==> src/rtl/timer_if.sv <==
// Register-block-side interface of the timer up-counter stage.
// With TIMER_OVF_IRQ_EN defined it also carries the ovf_st status and the ovf_clr pulse.
interface timer_if #(
  parameter int DATA_W = 32
);
  logic                  cnt_en;
  logic                  timer_en;
  logic                  wr_lo;
  logic                  wr_hi;
  logic [DATA_W-1:0]     wdata;
  logic [DATA_W/8-1:0]   wstrb;
  logic [2*DATA_W-1:0]   cmp_val;
  logic                  int_en;
  logic                  int_clr;
  logic [2*DATA_W-1:0]   cnt_val;
  logic                  int_st;
  logic                  tim_int;
`ifdef TIMER_OVF_IRQ_EN
  logic                  ovf_clr;
  logic                  ovf_st;

  modport master (
    output cnt_en, timer_en, wr_lo, wr_hi, wdata, wstrb, cmp_val, int_en, int_clr, ovf_clr,
    input  cnt_val, int_st, tim_int, ovf_st
  );
  modport slave (
    input  cnt_en, timer_en, wr_lo, wr_hi, wdata, wstrb, cmp_val, int_en, int_clr, ovf_clr,
    output cnt_val, int_st, tim_int, ovf_st
  );
`else
  modport master (
    output cnt_en, timer_en, wr_lo, wr_hi, wdata, wstrb, cmp_val, int_en, int_clr,
    input  cnt_val, int_st, tim_int
  );
  modport slave (
    input  cnt_en, timer_en, wr_lo, wr_hi, wdata, wstrb, cmp_val, int_en, int_clr,
    output cnt_val, int_st, tim_int
  );
`endif
endinterface

==> src/rtl/timer_counter.sv <==
// 64-bit timer up-counter with byte-strobed half loads, compare match and sticky interrupt status.
// Optional macro TIMER_OVF_IRQ_EN adds a sticky, unmaskable wrap-overflow status (ovf_st/ovf_clr).
module timer_counter #(
  parameter int DATA_W        = 32,
  parameter int RST_CMP_MATCH = 0
) (
  input  logic    clk,
  input  logic    rst_n,
  timer_if.slave  bus
);
  localparam int CNT_W = 2 * DATA_W;
  localparam int LANES = DATA_W / 8;

  if (RST_CMP_MATCH != 0) begin : g_rst_cmp_match_unsupported
    $error("timer_counter: RST_CMP_MATCH must be 0");
  end

  logic [CNT_W-1:0] cnt_q, cnt_d;
  logic             timer_en_q;
  logic             int_st_q, int_st_d;
  logic             fall;
  logic             match;
  logic             any_wr;

  assign fall   = timer_en_q & ~bus.timer_en;
  assign match  = (cnt_q == bus.cmp_val);
  assign any_wr = bus.wr_lo | bus.wr_hi;

  always_comb begin
    // NOTE: assign the default before any branch so no path leaves cnt_d unassigned (no latch).
    cnt_d = cnt_q;
    if (fall) begin
      cnt_d = '0;
    end else if (any_wr) begin
      for (int i = 0; i < LANES; i++) begin
        if (bus.wstrb[i]) begin
          if (bus.wr_lo) cnt_d[8*i +: 8]        = bus.wdata[8*i +: 8];
          if (bus.wr_hi) cnt_d[DATA_W+8*i +: 8] = bus.wdata[8*i +: 8];
        end
      end
    end else if (bus.cnt_en) begin
      cnt_d = cnt_q + CNT_W'(1);
    end
  end

  // Set beats clear so a count parked on cmp_val keeps the status asserted.
  always_comb begin
    int_st_d = int_st_q;
    if (match)            int_st_d = 1'b1;
    else if (bus.int_clr) int_st_d = 1'b0;
  end

  always_ff @(posedge clk or negedge rst_n) begin
    // NOTE: non-blocking assignments for all state so every register samples pre-edge values.
    if (!rst_n) begin
      cnt_q      <= '0;
      timer_en_q <= 1'b0;
      int_st_q   <= 1'b0;
    end else begin
      cnt_q      <= cnt_d;
      timer_en_q <= bus.timer_en;
      int_st_q   <= int_st_d;
    end
  end

  assign bus.cnt_val = cnt_q;
  assign bus.int_st  = int_st_q;

`ifdef TIMER_OVF_IRQ_EN
  logic ovf_st_q, ovf_st_d;
  logic ovf_set;

  // Wrap is flagged even when a fall clear or write replaces the increment.
  assign ovf_set = bus.cnt_en & (&cnt_q);

  always_comb begin
    ovf_st_d = ovf_st_q;
    if (ovf_set)          ovf_st_d = 1'b1;
    else if (bus.ovf_clr) ovf_st_d = 1'b0;
  end

  always_ff @(posedge clk or negedge rst_n) begin
    if (!rst_n) ovf_st_q <= 1'b0;
    else        ovf_st_q <= ovf_st_d;
  end

  assign bus.ovf_st  = ovf_st_q;
  assign bus.tim_int = (int_st_q & bus.int_en) | ovf_st_q;
`else
  assign bus.tim_int = int_st_q & bus.int_en;
`endif

endmodule

==> src/flat_wrapper.sv <==
// flat-port wrapper written by rule: the top's interface ports become plain ports
module timer_counter_flat 
#(
  parameter int DATA_W        = 32,
  parameter int RST_CMP_MATCH = 0
)
  (clk, rst_n, bus_cnt_en, bus_timer_en, bus_wr_lo, bus_wr_hi, bus_wdata, bus_wstrb, bus_cmp_val, bus_int_en, bus_int_clr, bus_cnt_val, bus_int_st, bus_tim_int);
  timer_if #(.DATA_W(DATA_W)) bus_i ();
  input  logic clk;
  input  logic rst_n;
  input wire logic [$bits(bus_i.cnt_en)-1:0] bus_cnt_en;
  input wire logic [$bits(bus_i.timer_en)-1:0] bus_timer_en;
  input wire logic [$bits(bus_i.wr_lo)-1:0] bus_wr_lo;
  input wire logic [$bits(bus_i.wr_hi)-1:0] bus_wr_hi;
  input wire logic [$bits(bus_i.wdata)-1:0] bus_wdata;
  input wire logic [$bits(bus_i.wstrb)-1:0] bus_wstrb;
  input wire logic [$bits(bus_i.cmp_val)-1:0] bus_cmp_val;
  input wire logic [$bits(bus_i.int_en)-1:0] bus_int_en;
  input wire logic [$bits(bus_i.int_clr)-1:0] bus_int_clr;
  output wire logic [$bits(bus_i.cnt_val)-1:0] bus_cnt_val;
  output wire logic [$bits(bus_i.int_st)-1:0] bus_int_st;
  output wire logic [$bits(bus_i.tim_int)-1:0] bus_tim_int;
  assign bus_i.cnt_en = bus_cnt_en;
  assign bus_i.timer_en = bus_timer_en;
  assign bus_i.wr_lo = bus_wr_lo;
  assign bus_i.wr_hi = bus_wr_hi;
  assign bus_i.wdata = bus_wdata;
  assign bus_i.wstrb = bus_wstrb;
  assign bus_i.cmp_val = bus_cmp_val;
  assign bus_i.int_en = bus_int_en;
  assign bus_i.int_clr = bus_int_clr;
  assign bus_cnt_val = bus_i.cnt_val;
  assign bus_int_st = bus_i.int_st;
  assign bus_tim_int = bus_i.tim_int;
  timer_counter #(.DATA_W(DATA_W), .RST_CMP_MATCH(RST_CMP_MATCH)) u_core (.clk(clk), .rst_n(rst_n), .bus(bus_i));
endmodule
==> config.mk <==
export PLATFORM = sky130hd
export DESIGN_NAME = timer_counter_flat
export DESIGN_NICKNAME = d
export VERILOG_FILES = /design/src/rtl/timer_if.sv /design/src/rtl/timer_counter.sv /design/src/flat_wrapper.sv
export SDC_FILE = /design/constraint.sdc
export NUM_CORES = 1
export LEC_CHECK = 0
export ABC_CLOCK_PERIOD_IN_PS = 3100
export CORE_UTILIZATION = 52
export DETAILED_ROUTE_END_ITERATION = 8
export PLACE_DENSITY = 0.93
export SETUP_SLACK_MARGIN = 0.3
export SLEW_MARGIN = 20
export SYNTH_ARGS = -nofsm -noshare
export SYNTH_HDL_FRONTEND = slang
export SYNTH_SLANG_ARGS = --single-unit
==> constraint.sdc <==
create_clock -name clk -period 3.1 [get_ports clk]
set_input_delay 0.62 -clock clk [delete_from_list [all_inputs] [get_ports clk]]
set_output_delay 0.62 -clock clk [all_outputs]
set_load 0.01 [all_outputs]
==> impl_metrics.csv, run 1 <==
group,metric,value,unit
route,drtAntennaViolNets,0,
global_routing,grt-ovfl-total,0,
sta,worst_pin_slew,0.7431,ns
setup_path,reg2reg_slack,0.41,ns
sta,rsz0062_at_grt,"yes",
yosys,synth_fa_ha_area_frac,0.002245,
route,wl_met1,9223,um
global_routing,grt_pass1_wl,39310,um
setup_path,critPathLaunchType,"register",
global_routing,grt_usage,0.4696,
sta,finalHoldViolations,0,
route,drc,0,
route,viasPerCell,7.060,
floorplan,ios,174,
clock_tree,postCtsHoldBufs,0,
yosys,synth-edff-count,0,
yosys,synth_top_family_by_area,"simple AND/OR/NAND/NOR gates",
placement,gp_congestion,1.069,
route,dr_wl_met3,3681,um
setup_path,rr_worst_depth,5,
sta,setup_tns,0,ns
setup_path,crit_type,"register to register",
power_and_ir_drop,seq_power_share,0.353,
yosys,syn-num-nets,807,
yosys,synthTopCellsByArea,"dfrtp_1 (30%), xnor2_1 (10%), nand4_1 (6.1%)",
setup_path,end_kind,"register",
setup_path,timing.rr.start,"u_core.bus.cnt_val[23]",
yosys,ys_seq_area_frac,0.2964,
floorplan,start_util,0.5374,
setup_path,timing.rr.end,"u_core.bus.cnt_val[31]",
yosys,synth_seq_cells,66,
sta,slew_violations,0,
setup_path,cpPeakStageDelay,0.64,ns
final_layout,syn_to_final_growth,43.15,%
setup_path,cp_cell_sequence,"nand4_1 > nor4_1 > nand2_1 > or3_1 > a32o_1",
clock_tree,cts_root_buf,"clkbuf_8",
sta,clock_skew,0.009623,ns
power_and_ir_drop,powerDensity,431.3,mW/mm^2
route,dr.pass1.iters,6,
power_and_ir_drop,comb_power_share,0.353,
clock_tree,clk_pin_slew,0.08,ns
yosys,synth_warnings,0,
yosys,synth_compound_gate_area_share,0.2146,
clock_tree,clkSinkCount,66,
clock_tree,cts_tree,"yes",
route,num_vias,7229,
route,wl_met2,11160,um
yosys,synthFlopType,"dfrtp_1",
floorplan,dieArea,0.01113,mm^2
yosys,async_flop_share,1.000,
setup_path,critPathMaxFanout,7,
yosys,synthSimpleGateAreaFrac,0.3307,
clock_tree,cts_buffer_depth,2,
final_layout,fillCellCount,785,
floorplan,core,0.01037,mm^2
floorplan,row_count,37,
sta,min_period,2.690,ns
yosys,postSynthAreaPerCell,7.984,um^2
final_layout,drive_gt1_frac,0.1070,
sta,final-setup-viol-count,0,
sta,fmax,371.7,MHz
global_routing,grt_pass1_vias,6836,
route,drtIter0Drc,904,
clock_tree,h-tree-depth,3,
power_and_ir_drop,power,3.441,mW
route,top_layer,"met4",
route,drt-total-wl,25780,um
worst_hold_path,min_path_type,"input port to async pin",
placement,dp_hpwl,19730,um
clock_tree,clock_latency,0.38,ns
setup_path,required,3.38,ns
setup_path,critical_path.top_delay_family,"simple AND/OR/NAND/NOR gates",
job,max-cap-violations,0,
yosys,synth_largest_area_cell,"dfrtp_1",
setup_path,critical_path_buf_inv_count,0,
power_and_ir_drop,power_frac_clock,0.294,
power_and_ir_drop,p_leak,2.968,nW
power_and_ir_drop,switchingPower,1.243,mW
final_layout,fin_nets,992,
yosys,yosys.cell_types.count,61,
power_and_ir_drop,swShare,0.3613,
route,wl_per_cell,25.17,um
yosys,muxShareOfSynthArea,0.007634,
yosys,syn_area,0.005573,mm^2
yosys,syn_inst,698,
floorplan,fp.dieW,105.5,um
setup_path,critPathArrivalTime,2.97,ns
final_layout,antenna_cells,0,
power_and_ir_drop,ir_drop,0.3340,mV
clock_tree,numCtsBuffers,9,
placement,io_buffer_count,173,
placement,dp.cells,1006,
final_layout,fin_cells,1024,
global_routing,antenna_found_initial,0,
setup_path,cpMaxStageDelayCell,"nor4_1",
global_routing,grt_max_degree,53,
yosys,synth_xor_area_frac,0.1006,
sta,finalCritPeriodShare,0.8678,
floorplan,die-height,105.5,um
power_and_ir_drop,p_int,2.198,mW
status,status,"finished clean",
sta,relSlewSlack,0.5046,
yosys,synth_top_cell_area_share,0.2964,
## routing by layer
| layer | GRT usage | vias to the layer above |
|---|---|---|
| met2 | 0.6969 | 680 |
| met5 | 0 | - |
| met3 | 0.09400 | 121 |
| met1 | 0.6201 | 3368 |
| li1 | - | 3060 |
| met4 | 0.3105 | 0 |
## state kept, by name, indices dropped and copies added, names as in the netlist
register	count
u_core.timer_en_q	1
u_core.bus.cnt_val	64
u_core.bus.int_st	1
## worst max path at each step
stage                                       from                      to  slack, ns  depth (start not counted)
after floorplan                        bus_wr_hi  u_core.bus.cnt_val[53]       0.70                          7
after detailed placement               bus_wr_hi   u_core.bus.cnt_val[7]       0.18                          8
after CTS                 u_core.bus.cnt_val[22]  u_core.bus.cnt_val[48]       0.45                          5
after global routing      u_core.bus.cnt_val[22]  u_core.bus.cnt_val[31]       0.29                          5
after global placement                 bus_wr_hi   u_core.bus.cnt_val[7]       0.18                          8
final                     u_core.bus.cnt_val[23]  u_core.bus.cnt_val[31]       0.41                          5
## power by group through the flow
stage | logic (mW) | clock network [mW] | registers [mW]
finish | 1.21 | 1.01 | 1.21
global route | 1.26 | 1.04 | 1.23
CTS | 1.18 | 1.00 | 1.20
detailed placement | 1.17 | 0 | 1.22
global placement | 1.15 | 0 | 1.21
floorplan | 0.527 | 0 | 1.18
## area by class of cell
type                    instances  area [um^2]  share of cell area
clock buffers                   9        123.9             0.01553
clock inverters                 7        141.4             0.01772
inverters                       6        22.52            0.002823
multi-input cells             570         3664              0.4592
flip-flops and latches         66         1652              0.2070
well taps                     136        170.2             0.02133
repair buffers                230         2205              0.2763
## metrics by stage
step                      area (um^2)    util  hold WS [ns]  setup slack, ns
after floorplan                  5573       -        0.3244           0.7046
after global placement           7676  0.7402        0.5353           0.1768
after detailed placement         7676  0.7402        0.5987           0.1779
after CTS                        7941  0.7658        0.2968           0.4528
after global routing             7978  0.7693        0.3309           0.2887
final                            7978  0.7693        0.2957           0.4099
## cells by family (layout without fill, tap and decap cells)
kind of cell | after synthesis | count (layout)
adders and majority gates | 1 | 1
and+or+nand+nor | 325 | 325
buffers and inverters | 62 | 252
AOI/OAI and AO/OA | 176 | 176
DFF | 66 | 66
muxes | 4 | 4
xor gates and xnor gates | 64 | 64
## cells in the mapped netlist, drive strengths merged (3+ instances only)
cell type  number
nand2          72
dfrtp          66
xnor2          64
nand4          58
o21ai          46
nand3          45
nor2           39
buf            33
a21oi          32
nor4           25
clkbuf         23
and3           19
nor3           14
o31ai          13
a32oi          12
o311ai         11
or4            11
a31oi          10
or3             9
a22o            7
and2            7
and4            7
o211ai          7
a21o            6
inv             6
o41ai           6
or2             5
a211oi          4
a32o            4
a41o            4
nand2b          3
## cell usage in the layout (no fill, tap or decap), types with 6 or more instances in the layout
master / synthesis / routed
clkdlybuf4s50_1: 0 / 172
dfrtp_1: 66 / 66
nand4_1: 54 / 54
a21oi_1: 32 / 32
nor3_1: 14 / 14
o41ai_1: 6 / 6
o211ai_1: 7 / 7
a21o_1: 6 / 6
inv_1: 6 / 6
and4_1: 7 / 7
o31ai_1: 13 / 13
o21ai_0: 45 / 45
clkbuf_8: 0 / 9
and3_1: 19 / 19
a31oi_1: 10 / 10
nand2_1: 72 / 72
nand3_1: 43 / 43
nor4_1: 18 / 18
or3_1: 9 / 9
nor2_1: 39 / 39
xnor2_1: 64 / 64
a32oi_1: 12 / 12
and2_1: 7 / 7
a22o_1: 7 / 7
or4_1: 11 / 11
o311ai_0: 7 / 7
buf_4: 1 / 53
## repair_timing
action,in CTS,in global routing
endpoints found under the hold margin,0,0
setup endpoints to repair,0,2
setup buffers,0,2
resized for setup,0,1
(Power assumes the default switching activity.)
==> run 2: changes to the inputs <==
--- a/config.mk
+++ b/config.mk
@@ -5,12 +5,14 @@
 export SDC_FILE = /design/constraint.sdc
 export NUM_CORES = 1
 export LEC_CHECK = 0
+export ABC_AREA = 0
 export ABC_CLOCK_PERIOD_IN_PS = 3100
 export CORE_UTILIZATION = 52
+export CTS_CLUSTER_SIZE = 40
 export DETAILED_ROUTE_END_ITERATION = 8
 export PLACE_DENSITY = 0.93
 export SETUP_SLACK_MARGIN = 0.3
-export SLEW_MARGIN = 20
+export SLEW_MARGIN = 40
 export SYNTH_ARGS = -nofsm -noshare
 export SYNTH_HDL_FRONTEND = slang
 export SYNTH_SLANG_ARGS = --single-unit
==> results of run 2 <==
Final layout, timing and power as in run 1 (identical DEF).
